==> src/rtl/cpu_pkg.sv <==
// Shared CPU definitions: opcodes, reservation-station sizing and the CDB result entry.
package cpu_pkg;

    localparam int unsigned RS_WIDTH   = 3;
    localparam int unsigned NUM_RS     = 8;
    localparam int unsigned OP_WIDTH   = 4;
    localparam int unsigned DATA_WIDTH = 16;

    typedef enum logic [OP_WIDTH-1:0] {
        OP_MOV = 4'd0,
        OP_ADD = 4'd1,
        OP_JMP = 4'd2,
        OP_HLT = 4'd3,
        OP_LD  = 4'd4,
        OP_LDR = 4'd5,
        OP_JEQ = 4'd6
    } opcode_e;

    typedef struct packed {
        logic [RS_WIDTH-1:0]   tag;
        logic [OP_WIDTH-1:0]   op;
        logic [DATA_WIDTH-1:0] val;
    } result_entry_t;

    function automatic result_entry_t make_entry(
        input logic [RS_WIDTH-1:0]   tag,
        input logic [OP_WIDTH-1:0]   op,
        input logic [DATA_WIDTH-1:0] val
    );
        result_entry_t e;
        e.tag = tag;
        e.op  = op;
        e.val = val;
        return e;
    endfunction

endpackage

==> src/rtl/result_queue.sv <==
// Per-source result FIFO: DEPTH entries, wrapping pointers, combinational full/empty/head.
module result_queue
    import cpu_pkg::*;
#(
    parameter int unsigned DEPTH = 2
) (
    input  logic          clk,
    input  logic          reset,
    input  logic          push,
    input  result_entry_t push_data,
    input  logic          pop,
    output logic          full_c,
    output logic          empty_c,
    output result_entry_t head_c
);

    localparam int unsigned PTR_W = $clog2(DEPTH);
    localparam int unsigned CNT_W = PTR_W + 1;

    result_entry_t    mem_q [DEPTH];
    result_entry_t    mem_d [DEPTH];
    logic [PTR_W-1:0] wr_ptr_q, wr_ptr_d;
    logic [PTR_W-1:0] rd_ptr_q, rd_ptr_d;
    logic [CNT_W-1:0] count_q, count_d;
    logic             push_ok;
    logic             pop_ok;

    assign full_c  = (count_q == CNT_W'(DEPTH));
    assign empty_c = (count_q == '0);
    assign head_c  = mem_q[rd_ptr_q];

    always_comb begin
        mem_d    = mem_q;
        wr_ptr_d = wr_ptr_q;
        rd_ptr_d = rd_ptr_q;
        count_d  = count_q;
        push_ok  = push && !full_c;
        pop_ok   = pop && !empty_c;

        if (push_ok) begin
            mem_d[wr_ptr_q] = push_data;
            wr_ptr_d        = wr_ptr_q + PTR_W'(1);
        end
        if (pop_ok) begin
            rd_ptr_d = rd_ptr_q + PTR_W'(1);
        end

        // Simultaneous push and pop leaves the occupancy unchanged.
        case ({push_ok, pop_ok})
            2'b10:   count_d = count_q + CNT_W'(1);
            2'b01:   count_d = count_q - CNT_W'(1);
            default: count_d = count_q;
        endcase
    end

    always_ff @(posedge clk or posedge reset) begin
        if (reset) begin
            for (int unsigned i = 0; i < DEPTH; i++) begin
                mem_q[i] <= '0;
            end
            wr_ptr_q <= '0;
            rd_ptr_q <= '0;
            count_q  <= '0;
        end else begin
            mem_q    <= mem_d;
            wr_ptr_q <= wr_ptr_d;
            rd_ptr_q <= rd_ptr_d;
            count_q  <= count_d;
        end
    end

endmodule

==> src/rtl/cdb_arbiter.sv <==
// Common-data-bus arbiter: per-source result queues drained one per cycle by a
// round-robin grant onto registered CDB outputs.
module cdb_arbiter
    import cpu_pkg::*;
#(
    parameter int unsigned NSRC   = 2,
    parameter int unsigned DEPTH  = 2,
    parameter int unsigned TAG_W  = 3,
    parameter int unsigned OP_W   = 4,
    parameter int unsigned DATA_W = 16
) (
    input  logic                   clk,
    input  logic                   reset,
    input  logic [NSRC-1:0]        src_valid,
    input  logic [NSRC*TAG_W-1:0]  src_tag,
    input  logic [NSRC*OP_W-1:0]   src_op,
    input  logic [NSRC*DATA_W-1:0] src_val,
    output logic [NSRC-1:0]        src_ready,
    output logic                   cdb_v,
    output logic [TAG_W-1:0]       cdb_tag,
    output logic [OP_W-1:0]        cdb_op,
    output logic [DATA_W-1:0]      cdb_val
);

    localparam int unsigned SRC_W = (NSRC > 1) ? $clog2(NSRC) : 1;

    result_entry_t     push_data [NSRC];
    result_entry_t     head      [NSRC];
    logic [NSRC-1:0]   full;
    logic [NSRC-1:0]   empty;
    logic [NSRC-1:0]   push;
    logic [NSRC-1:0]   pop;

    logic [SRC_W-1:0]  rr_last_q, rr_last_d;
    logic              cdb_v_q, cdb_v_d;
    logic [TAG_W-1:0]  cdb_tag_q, cdb_tag_d;
    logic [OP_W-1:0]   cdb_op_q, cdb_op_d;
    logic [DATA_W-1:0] cdb_val_q, cdb_val_d;

    logic              grant_found;
    logic [SRC_W-1:0]  grant_idx;
    logic [SRC_W-1:0]  cand_idx;
    int unsigned       cand;

    for (genvar g = 0; g < NSRC; g++) begin : g_src
        assign src_ready[g] = !full[g] && !reset;
        assign push[g]      = src_valid[g] && src_ready[g];
        assign push_data[g] = make_entry(RS_WIDTH'(src_tag[g*TAG_W +: TAG_W]),
                                         OP_WIDTH'(src_op[g*OP_W +: OP_W]),
                                         DATA_WIDTH'(src_val[g*DATA_W +: DATA_W]));

        result_queue #(
            .DEPTH (DEPTH)
        ) u_queue (
            .clk       (clk),
            .reset     (reset),
            .push      (push[g]),
            .push_data (push_data[g]),
            .pop       (pop[g]),
            .full_c    (full[g]),
            .empty_c   (empty[g]),
            .head_c    (head[g])
        );
    end

    // Round-robin search starting just after the last granted source.
    always_comb begin
        grant_found = 1'b0;
        grant_idx   = rr_last_q;
        cand_idx    = rr_last_q;
        cand        = 0;
        pop         = '0;
        rr_last_d   = rr_last_q;
        cdb_v_d     = 1'b0;
        cdb_tag_d   = cdb_tag_q;
        cdb_op_d    = cdb_op_q;
        cdb_val_d   = cdb_val_q;

        for (int unsigned k = 1; k <= NSRC; k++) begin
            cand     = (32'(rr_last_q) + k) % NSRC;
            cand_idx = SRC_W'(cand);
            if (!grant_found && !empty[cand_idx]) begin
                grant_found = 1'b1;
                grant_idx   = cand_idx;
            end
        end

        if (grant_found) begin
            pop[grant_idx] = 1'b1;
            rr_last_d      = grant_idx;
            cdb_v_d        = 1'b1;
            cdb_tag_d      = TAG_W'(head[grant_idx].tag);
            cdb_op_d       = OP_W'(head[grant_idx].op);
            cdb_val_d      = DATA_W'(head[grant_idx].val);
        end
    end

    always_ff @(posedge clk or posedge reset) begin
        if (reset) begin
            rr_last_q <= SRC_W'(NSRC - 1);
            cdb_v_q   <= 1'b0;
            cdb_tag_q <= '0;
            cdb_op_q  <= '0;
            cdb_val_q <= '0;
        end else begin
            rr_last_q <= rr_last_d;
            cdb_v_q   <= cdb_v_d;
            cdb_tag_q <= cdb_tag_d;
            cdb_op_q  <= cdb_op_d;
            cdb_val_q <= cdb_val_d;
        end
    end

    assign cdb_v   = cdb_v_q;
    assign cdb_tag = cdb_tag_q;
    assign cdb_op  = cdb_op_q;
    assign cdb_val = cdb_val_q;

endmodule

==> config.mk <==
export PLATFORM = sky130hd
export DESIGN_NAME = cdb_arbiter
export DESIGN_NICKNAME = d
export VERILOG_FILES = /design/src/rtl/cpu_pkg.sv /design/src/rtl/result_queue.sv /design/src/rtl/cdb_arbiter.sv
export SDC_FILE = /design/constraint.sdc
export NUM_CORES = 1
export LEC_CHECK = 0
export CAP_MARGIN = 25
export CORE_UTILIZATION = 40
export DETAILED_ROUTE_END_ITERATION = 7
export GPL_ROUTABILITY_DRIVEN = 0
export PLACE_DENSITY = 0.73
export SYNTH_ARGS = -nofsm -noshare
export SYNTH_HDL_FRONTEND = slang
export SYNTH_SLANG_ARGS = --single-unit
==> constraint.sdc <==
create_clock -name clk -period 12.05 [get_ports clk]
set_clock_uncertainty 0.05 [all_clocks]
set_input_delay 2.41 -clock clk [delete_from_list [all_inputs] [get_ports clk]]
set_output_delay 2.41 -clock clk [all_outputs]
set_load 0.02 [all_outputs]
==> qor.yml, run 1 <==
outcome: "finished clean"
global_route.overflow_total: 0
drt-pass1-iter-count: 4
synthArstFlopShare_pct: 100.0
synth_area_mm2: 0.005304
finish.cell_count_without_fillers: 637
final_max_slew_viol_count: 0
starting_density_of_the_core_pct: 41.52
timing.reg2reg.worst_path_depth: 4
worst_pin_slew_ns: 0.8243
hold_depth: 1
ys_ff_latch: 125
post-dp-hpwl_mm: 7.479
post_synth_main_area_contributors: "sky130_fd_sc_hd__dfrtp_1 59%, sky130_fd_sc_hd__mux2_2 15%, sky130_fd_sc_hd__mux2i_1 8.7%"
min_to: "g_src[1].u_queue.mem_q[29]"
worst_hold_slack_ns: 0.4327
clk_path_buf_depth: 2
final_hold_viol_count: 0
std_cell_rows: 41
worst_ep_arrival_time_ns: 3.75
diodes: 0
area_growth_from_synthesis_to_layout_pct: 30.10
design.portCount: 76
final_area_mm2: 0.006900
worstPathMaxFanout: 5
rr_endpoint: "g_src[0].u_queue.mem_q[43]"
synth.top_cell.area_share_pct: 58.50
dr.first_iter.drc_count: 156
avgSynthCellArea_um2: 14.37
holdCritStartpoint: "g_src[1].u_queue.mem_q[29]"
time_the_worst_path_needs_with_i_o_delays_and_setup_ns: 6.206
r2r_slack_ns: 9.94
r2r-start: "g_src[0].u_queue.count_q[1]"
synthesis.yosys.warnings: 0
power_density_mw_per_mm2: 294.9
share_of_layout_cells_above_drive_strength_1_pct: 25.38
cts_root_buf: "sky130_fd_sc_hd__clkbuf_16"
unrepaired_setup_endpoints_after_global_routing: "no"
die_height_um: 117.2
num_vias: 3288
maximum_level_of_the_cts_h_tree: 4
critical_path.endpoint_type: "output port"
io_buffers: 75
clk_pin_slew_worst_paths_ns: 0.05
timing_worst_setup_path_type: "input port to output port"
hold_class: "register to register"
post-place-cells: 604
synthFlopType: "sky130_fd_sc_hd__dfrtp_1"
critPathLaunch: "reset"
commonest_cells_after_routing_fill_and_taps_aside: "124 x sky130_fd_sc_hd__dfrtp_1, 75 x sky130_fd_sc_hd__clkdlybuf4s50_1, 70 x sky130_fd_sc_hd__mux2_2"
finalWirelength_mm: 11.63
cts_made_buffers: 17
nNetsFinal: 505
slowest_delay_ns: 0.62
period_utilisation_layout_pct: 51.51
synth_area_leader_cell: "sky130_fd_sc_hd__dfrtp_1"
place_area_mm2: 0.006247
yosysSeqAreaShare_pct: 59.00
netlist_instances: 369
grt_usage_pct: 18.79
die_w_um: 117.2
synth.net_count: 421
total_die_area_mm2: 0.01372
number_of_hold_buffers_added_after_cts: 0
synth-edff-count: 0
worstSetupStartpointType: "input port"
grt_antenna_before_repair: 0
clock_tree_from_tritoncts: "done"
post-route-util_pct: 54.02
final_antenna_violating_net_count: 0
detail_route.drc_violations: 0
critical_path_depth: 3
layout_commonest_cell: "sky130_fd_sc_hd__dfrtp_1"
maxClockFrequency_mhz: 161.1
cp_top_family: "buffers and inverters"
drt-wirelength-per-cell_um: 18.26
critical_path.slowest_cell: "sky130_fd_sc_hd__clkdlybuf4s50_1"
pin_count_of_the_biggest_net_entering_global_routing: 86
path_common_cell: "sky130_fd_sc_hd__clkdlybuf4s50_1"
wire_length_of_the_first_global_routing_pass_mm: 18.69
floorplan.core_area_mm2: 0.01277
detail_route.vias_per_cell: 5.162
required_ns: 9.59
max_capacitance_violation_count: 0
cell_by_cell_listing_of_the_critical_path: "clkdlybuf4s50_1, nor2_1, clkdlybuf4s50_1"
cts.repair.resized: 0
clock_sinks: 125
critical_path_buffers_and_inverters: 2
post-cts-setup-buffer-count: 0
leakage_nw: 2.972
peakVddDrop_mv: 0.1366
headroom_to_the_max_slew_limit_pct: 45.05
setup_tns_ns: 0
setup-violations-final: 0
clock_network_latency_to_the_later_pin_of_the_worst_skew_pair_ns: 0.41
synthDistinctLibCells: 25
number_of_global_route_vias_before_repair: 3633
## synth_stat cells, types with 2 or more instances
cell / number
sky130_fd_sc_hd__ha_1: 2
sky130_fd_sc_hd__mux2i_1: 46
sky130_fd_sc_hd__nor2_1: 4
sky130_fd_sc_hd__nand2b_1: 2
sky130_fd_sc_hd__mux2_1: 22
sky130_fd_sc_hd__nand2_1: 26
sky130_fd_sc_hd__xnor2_1: 8
sky130_fd_sc_hd__nand3_1: 2
sky130_fd_sc_hd__xor2_1: 2
sky130_fd_sc_hd__nor2b_1: 4
sky130_fd_sc_hd__o221ai_1: 23
sky130_fd_sc_hd__buf_4: 4
sky130_fd_sc_hd__inv_1: 5
sky130_fd_sc_hd__buf_2: 16
sky130_fd_sc_hd__mux2_2: 70
sky130_fd_sc_hd__dfrtp_1: 124
## per-layer routing
layer | vias up | track usage, % | share of wire, %
li1 | 1496 | - | -
met1 | 1691 | 22.75 | 45
met2 | 91 | 31.53 | 49
met3 | 10 | 6.849 | 5.8
met4 | 0 | 5.316 | 0.83
met5 | - | 0 | 0
## layout make-up
cell class | instances | area [µm²]
clock inverter | 6 | 80.08
clock buffer | 25 | 525.5
tap | 172 | 215.2
inverter | 5 | 21.27
multi-input combinational | 218 | 2063
sequential | 125 | 3129
fill | 1039 | 5873
timing repair buffer | 86 | 865.8
## per-stage QoR
| step | power, mW | setup slack (ns) |
|---|---|---|
| finish | 2.035 | 5.844 |
| floorplan | 1.264 | 6.264 |
| CTS | 2.039 | 5.820 |
| detailed placement | 1.516 | 5.825 |
| global route | 2.159 | 5.804 |
| global placement | 1.476 | 5.822 |
## worst max path at each step
stage	to	slack [ns]
3_3_place_gp	src_ready[1]	5.82
3_5_place_dp	src_ready[1]	5.83
5_1_grt	src_ready[1]	5.80
2_1_floorplan	cdb_op[0]	6.26
4_1_cts	src_ready[1]	5.82
6_report	src_ready[1]	5.84
## power breakdown
part	total (mW)	switching (mW)	internal, mW
clock	0.514	0.173	0.340
sequential	0.790	0.149	0.642
combinational	0.731	0.334	0.396
## state kept, by name, indices dropped and copies added, names as in the netlist
register,count
g_src.u_queue.count_q,4
cdb_val,16
rr_last_q,1
g_src.u_queue.mem_q,92
g_src.u_queue.wr_ptr_q,2
cdb_v,1
cdb_op,4
cdb_tag,3
g_src.u_queue.rd_ptr_q,2
## logic make-up (layout without fill, tap and decap cells)
logic type               Yosys count  count (layout)  share of synthesized area [%]
buffers and inverters             26             122                          2.501
flip-flops                       125             125                          59.00
multiplexers                     138             138                          28.21
XOR/XNOR                          10              10                          1.651
adder cells (fa/ha/maj)            2               2                         0.4717
AO/OA/AOI/OAI                     26              26                          4.199
AND/OR/NAND/NOR                   42              42                          3.963
Note: power is estimated with default switching activity, not from simulation.
==> run 2, diff against run 1 <==
--- a/config.mk
+++ b/config.mk
@@ -9,7 +9,7 @@
 export CORE_UTILIZATION = 40
 export DETAILED_ROUTE_END_ITERATION = 7
 export GPL_ROUTABILITY_DRIVEN = 0
-export PLACE_DENSITY = 0.73
+export PLACE_DENSITY = 0.75
 export SYNTH_ARGS = -nofsm -noshare
 export SYNTH_HDL_FRONTEND = slang
 export SYNTH_SLANG_ARGS = --single-unit
==> constraint.sdc (replaced) <==
create_clock -name clk -period 5.65 [get_ports clk]
set_clock_uncertainty 0.05 [all_clocks]
set_input_delay 1.13 -clock clk [delete_from_list [all_inputs] [get_ports clk]]
set_output_delay 1.13 -clock clk [all_outputs]
set_load 0.02 [all_outputs]
==> run 2 against run 1 <==
- register-to-register slack worse by 6.3 ns
- critical path depth unchanged
- final cell count down 0.16%
- largest power group unchanged
- first-iteration DRC count up 2.6%
- worst setup slack worse by 3.9 ns
- worst hold slack worse by 0.0021 ns
- utilization about the same
==> qor.yml, run 2 (synthesized netlist as in run 1, its figures left out) <==
cts.repair.resized: 0
outcome: "finished clean"
dr.first_iter.drc_count: 160
finalWirelength_mm: 11.95
peakVddDrop_mv: 0.3391
maxClockFrequency_mhz: 273.3
worst_pin_slew_ns: 0.6222
maximum_level_of_the_cts_h_tree: 4
clk_path_buf_depth: 2
pin_count_of_the_biggest_net_entering_global_routing: 46
power_density_mw_per_mm2: 637.7
final_max_slew_viol_count: 0
clk_pin_slew_worst_paths_ns: 0.05
required_ns: 4.47
clock_network_latency_to_the_later_pin_of_the_worst_skew_pair_ns: 0.41
std_cell_rows: 41
place_area_mm2: 0.006282
largest-register: "g_src.u_queue.mem_q"
time_the_worst_path_needs_with_i_o_delays_and_setup_ns: 3.659
critical_path.slowest_cell: "sky130_fd_sc_hd__clkdlybuf4s50_1"
leakage_nw: 2.971
cell_by_cell_listing_of_the_critical_path: "clkdlybuf4s50_1, nor2_1, clkdlybuf4s50_1"
die_height_um: 117.2
cts_root_buf: "sky130_fd_sc_hd__clkbuf_16"
worst_hold_slack_ns: 0.4306
die_w_um: 117.2
path_common_cell: "sky130_fd_sc_hd__clkdlybuf4s50_1"
period_utilisation_layout_pct: 64.75
detail_route.drc_violations: 0
area_growth_from_synthesis_to_layout_pct: 30.20
design.portCount: 76
number_of_global_route_vias_before_repair: 3697
slowest_delay_ns: 0.62
headroom_to_the_max_slew_limit_pct: 58.52
total_die_area_mm2: 0.01372
cts_made_buffers: 17
wire_length_of_the_first_global_routing_pass_mm: 19.09
num_vias: 3375
p_total_mw: 4.404
post-place-cells: 606
critical_path_buffers_and_inverters: 2
detail_route.vias_per_cell: 5.307
finish.cell_count_without_fillers: 636
final_hold_viol_count: 0
starting_density_of_the_core_pct: 41.52
nFillCells: 1029
timing_worst_setup_path_type: "input port to output port"
share_of_layout_cells_above_drive_strength_1_pct: 25.00
grt_antenna_before_repair: 0
largest_register_ffs: 92
hold_class: "register to register"
global_route.overflow_total: 0
drt-wirelength-per-cell_um: 18.79
post-cts-setup-buffer-count: 0
layout_commonest_cell: "sky130_fd_sc_hd__dfrtp_1"
cp_top_family: "buffers and inverters"
critical_path.endpoint_type: "output port"
worst_ep_arrival_time_ns: 2.48
drt-pass1-iter-count: 4
diodes: 0
number_of_hold_buffers_added_after_cts: 0
clock_tree_from_tritoncts: "done"
clock_sinks: 125
setup-violations-final: 0
worstSetupStartpointType: "input port"
setup_tns_ns: 0
max_capacitance_violation_count: 0
post-dp-hpwl_mm: 7.851
floorplan.core_area_mm2: 0.01277
grt_usage_pct: 19.15
commonest_cells_after_routing_fill_and_taps_aside: "124 x sky130_fd_sc_hd__dfrtp_1, 75 x sky130_fd_sc_hd__clkdlybuf4s50_1, 70 x sky130_fd_sc_hd__mux2_2"
final_area_mm2: 0.006905
io_buffers: 75
nNetsFinal: 505
worstPathMaxFanout: 5
unrepaired_setup_endpoints_after_global_routing: "no"
final_antenna_violating_net_count: 0
-- run 2: changes by cell type in the layout (fill, tap and decap cells not counted) --
cell	before	now
sky130_fd_sc_hd__clkbuf_8	7	4
sky130_fd_sc_hd__clkinv_2	4	3
sky130_fd_sc_hd__bufinv_16	2	4
sky130_fd_sc_hd__buf_12	1	0
sky130_fd_sc_hd__clkbuf_1	1	2
sky130_fd_sc_hd__buf_4	9	10
-- run 2: final cells by class --
class	count	area (µm²)	share of cell area (%)
inverter	5	21.27	0.3080
multi-input combinational	218	2063	29.88
timing repair buffer	86	853.3	12.36
tap	172	215.2	3.117
clock buffer	23	488.0	7.067
sequential	125	3129	45.32
clock inverter	7	135.1	1.957
-- run 2: final timing paths --
kind | start | to | slack [ns] | cells after the start
min | g_src[1].u_queue.mem_q[34] | g_src[1].u_queue.mem_q[34] | 0.43 | 1
min in group asynchronous | reset | g_src[0].u_queue.count_q[0] | 1.20 | 2
max reg2reg | g_src[0].u_queue.count_q[1] | g_src[0].u_queue.mem_q[32] | 3.60 | 4
max in group asynchronous | reset | g_src[1].u_queue.mem_q[39] | 3.40 | 3
max | reset | src_ready[1] | 1.99 | 3
min reg2reg | g_src[1].u_queue.mem_q[34] | g_src[1].u_queue.mem_q[34] | 0.43 | 1
-- run 2: per-layer routing --
metal	wire [µm]	vias up	GRT usage (%)
met4	142	0	5.823
met2	6096	101	33.14
li1	-	1494	-
met3	673	19	5.767
met5	0	-	0
met1	5038	1761	22.98
-- run 2: power breakdown --
part,switching (mW),internal [mW]
Clock,0.364,0.777
Sequential,0.292,1.37
Combinational,0.757,0.844
-- run 2: through the flow --
step | utilization (%) | setup WS, ns
2_1_floorplan | - | 1.144
3_3_place_gp | 48.97 | 1.994
3_5_place_dp | 49.18 | 1.979
4_1_cts | 54.06 | 1.979
5_1_grt | 54.06 | 1.922
6_report | 54.06 | 1.991
==> run 3, diff against run 2 <==
--- a/config.mk
+++ b/config.mk
@@ -9,7 +9,7 @@
 export CORE_UTILIZATION = 40
 export DETAILED_ROUTE_END_ITERATION = 7
 export GPL_ROUTABILITY_DRIVEN = 0
-export PLACE_DENSITY = 0.75
+export PLACE_DENSITY = 0.73
 export SYNTH_ARGS = -nofsm -noshare
 export SYNTH_HDL_FRONTEND = slang
 export SYNTH_SLANG_ARGS = --single-unit
==> constraint.sdc (replaced) <==
create_clock -name clk -period 3.45 [get_ports clk]
set_clock_uncertainty 0.05 [all_clocks]
set_input_delay 0.69 -clock clk [delete_from_list [all_inputs] [get_ports clk]]
set_output_delay 0.69 -clock clk [all_outputs]
set_load 0.02 [all_outputs]
==> run 3 against run 2 <==
- utilization is 0.088 points lower
- combinational power increased by 57%
- count of clock-buffer cells in the layout down 1
==> qor.yml, run 3 (synthesized netlist as in run 1, its figures left out) <==
time_the_worst_path_needs_with_i_o_delays_and_setup_ns: 2.694
power.internal_mw: 4.744
detail_route.vias_per_cell: 5.108
timing.reg2reg.worst_path_depth: 8
outcome: "finished clean"
final_max_slew_viol_count: 0
final_antenna_violating_net_count: 0
die_height_um: 117.2
setup-violations-final: 0
dr.first_iter.drc_count: 142
cts_root_buf: "sky130_fd_sc_hd__clkbuf_16"
global_route.overflow_total: 0
worst_pin_slew_ns: 1.012
leakage_nw: 2.953
critical_path.slowest_cell: "sky130_fd_sc_hd__clkdlybuf4s50_1"
std_cell_rows: 41
r2r-start: "g_src[0].u_queue.count_q[0]"
headroom_to_the_max_slew_limit_pct: 32.56
period_utilisation_layout_pct: 78.10
nNetsFinal: 505
grt_usage_pct: 18.69
switchingPower_mw: 2.289
timing_worst_setup_path_type: "input port to output port"
critPathLaunch: "reset"
clk_pin_slew_worst_paths_ns: 0.05
detail_route.drc_violations: 0
final_hold_viol_count: 0
cp_top_family: "buffers and inverters"
floorplan.core_area_mm2: 0.01277
rr_endpoint: "g_src[0].u_queue.count_q[1]"
worst_ep_arrival_time_ns: 1.95
largest-register: "g_src.u_queue.mem_q"
starting_density_of_the_core_pct: 41.52
io_buffers: 75
clock_sinks: 125
max_capacitance_violation_count: 0
r2r_slack_ns: 1.41
number_of_global_route_vias_before_repair: 3651
cell_by_cell_listing_of_the_critical_path: "clkdlybuf4s50_1, nor2_1, clkdlybuf4s50_1"
die_w_um: 117.2
commonest_cells_after_routing_fill_and_taps_aside: "124 x sky130_fd_sc_hd__dfrtp_1, 75 x sky130_fd_sc_hd__clkdlybuf4s50_1, 70 x sky130_fd_sc_hd__mux2_2"
drt-wirelength-per-cell_um: 17.79
wire_length_of_the_first_global_routing_pass_mm: 18.73
peakVddDrop_mv: 0.5311
layout_commonest_cell: "sky130_fd_sc_hd__dfrtp_1"
area_growth_from_synthesis_to_layout_pct: 29.98
hold_class: "register to register"
number_of_hold_buffers_added_after_cts: 0
diodes: 0
critical_path.endpoint_type: "output port"
cts_made_buffers: 17
post-dp-hpwl_mm: 7.458
slowest_delay_ns: 0.61
critical_path_buffers_and_inverters: 2
worstSetupEndpoint: "src_ready[0]"
maximum_level_of_the_cts_h_tree: 4
path_common_cell: "sky130_fd_sc_hd__clkdlybuf4s50_1"
clk_path_buf_depth: 2
num_vias: 3259
pin_count_of_the_biggest_net_entering_global_routing: 55
finalWirelength_mm: 11.35
power_density_mw_per_mm2: 1020
drt-pass1-iter-count: 4
pwr-share-seq_pct: 39.0
combinationalPowerShare_pct: 35.8
share_clk_of_total_power_pct: 25.2
cts.repair.resized: 0
maxClockFrequency_mhz: 371.1
share_of_layout_cells_above_drive_strength_1_pct: 25.75
largest_register_ffs: 92
unrepaired_setup_endpoints_after_global_routing: "no"
clock_network_latency_to_the_later_pin_of_the_worst_skew_pair_ns: 0.41
design.portCount: 76
clock_tree_from_tritoncts: "done"
required_ns: 2.71
worstPathMaxFanout: 5
post-cts-setup-buffer-count: 0
power.share.switching_pct: 32.55
worstSetupStartpointType: "input port"
total_die_area_mm2: 0.01372
grt_antenna_before_repair: 0
setup_tns_ns: 0
critical_path_depth: 3
worst_hold_slack_ns: 0.4342
-- run 3: layout make-up --
class | instances | area [µm²]
fill | 1063 | 5879
sequential | 125 | 3129
multi-input combinational | 218 | 2063
timing repair buffer | 86 | 858.3
clock buffer | 22 | 494.2
tap | 172 | 215.2
clock inverter | 10 | 111.4
inverter | 5 | 22.52
-- run 3: power groups by stage --
stage	logic (mW)	registers (mW)	clock network [mW]
after floorplan	1.70	2.72	0
after global placement	2.45	2.72	0
after detailed placement	2.55	2.76	0
after CTS	2.56	2.74	1.81
after global routing	2.75	2.85	1.88
final	2.52	2.74	1.77
-- run 3: metrics by stage --
stage	setup WS (ns)	total power, mW	utilization (%)	area (µm²)	cells
4_1_cts	0.7459	7.107	53.97	6894	638
3_3_place_gp	0.7661	5.173	49.23	6289	606
5_1_grt	0.7005	7.474	53.97	6894	638
6_report	0.7556	7.032	53.97	6894	638
2_1_floorplan	1.172	4.415	-	5308	369
3_5_place_dp	0.7566	5.310	49.23	6289	606
-- run 3: worst min-delay path by stage --
stage / to / slack [ns] / depth (start not counted) / startpoint
5_1_grt: g_src[0].u_queue.mem_q[23] / 0.45 / 1 / g_src[0].u_queue.mem_q[23]
6_report: g_src[1].u_queue.mem_q[24] / 0.43 / 1 / g_src[1].u_queue.mem_q[24]
2_1_floorplan: g_src[0].u_queue.mem_q[23] / 0.41 / 1 / g_src[0].u_queue.mem_q[23]
3_3_place_gp: g_src[1].u_queue.mem_q[44] / 0.42 / 1 / g_src[1].u_queue.mem_q[44]
3_5_place_dp: g_src[1].u_queue.mem_q[24] / 0.43 / 1 / g_src[1].u_queue.mem_q[24]
4_1_cts: g_src[1].u_queue.mem_q[24] / 0.44 / 1 / g_src[1].u_queue.mem_q[24]
-- run 3: routing by layer --
metal | up-vias | global-route usage, % | share of wire (%)
met5 | - | 0 | 0
met4 | 0 | 5.823 | 1.1
met3 | 16 | 5.767 | 5.2
met2 | 84 | 31.41 | 50
met1 | 1662 | 23.09 | 44
li1 | 1497 | - | -
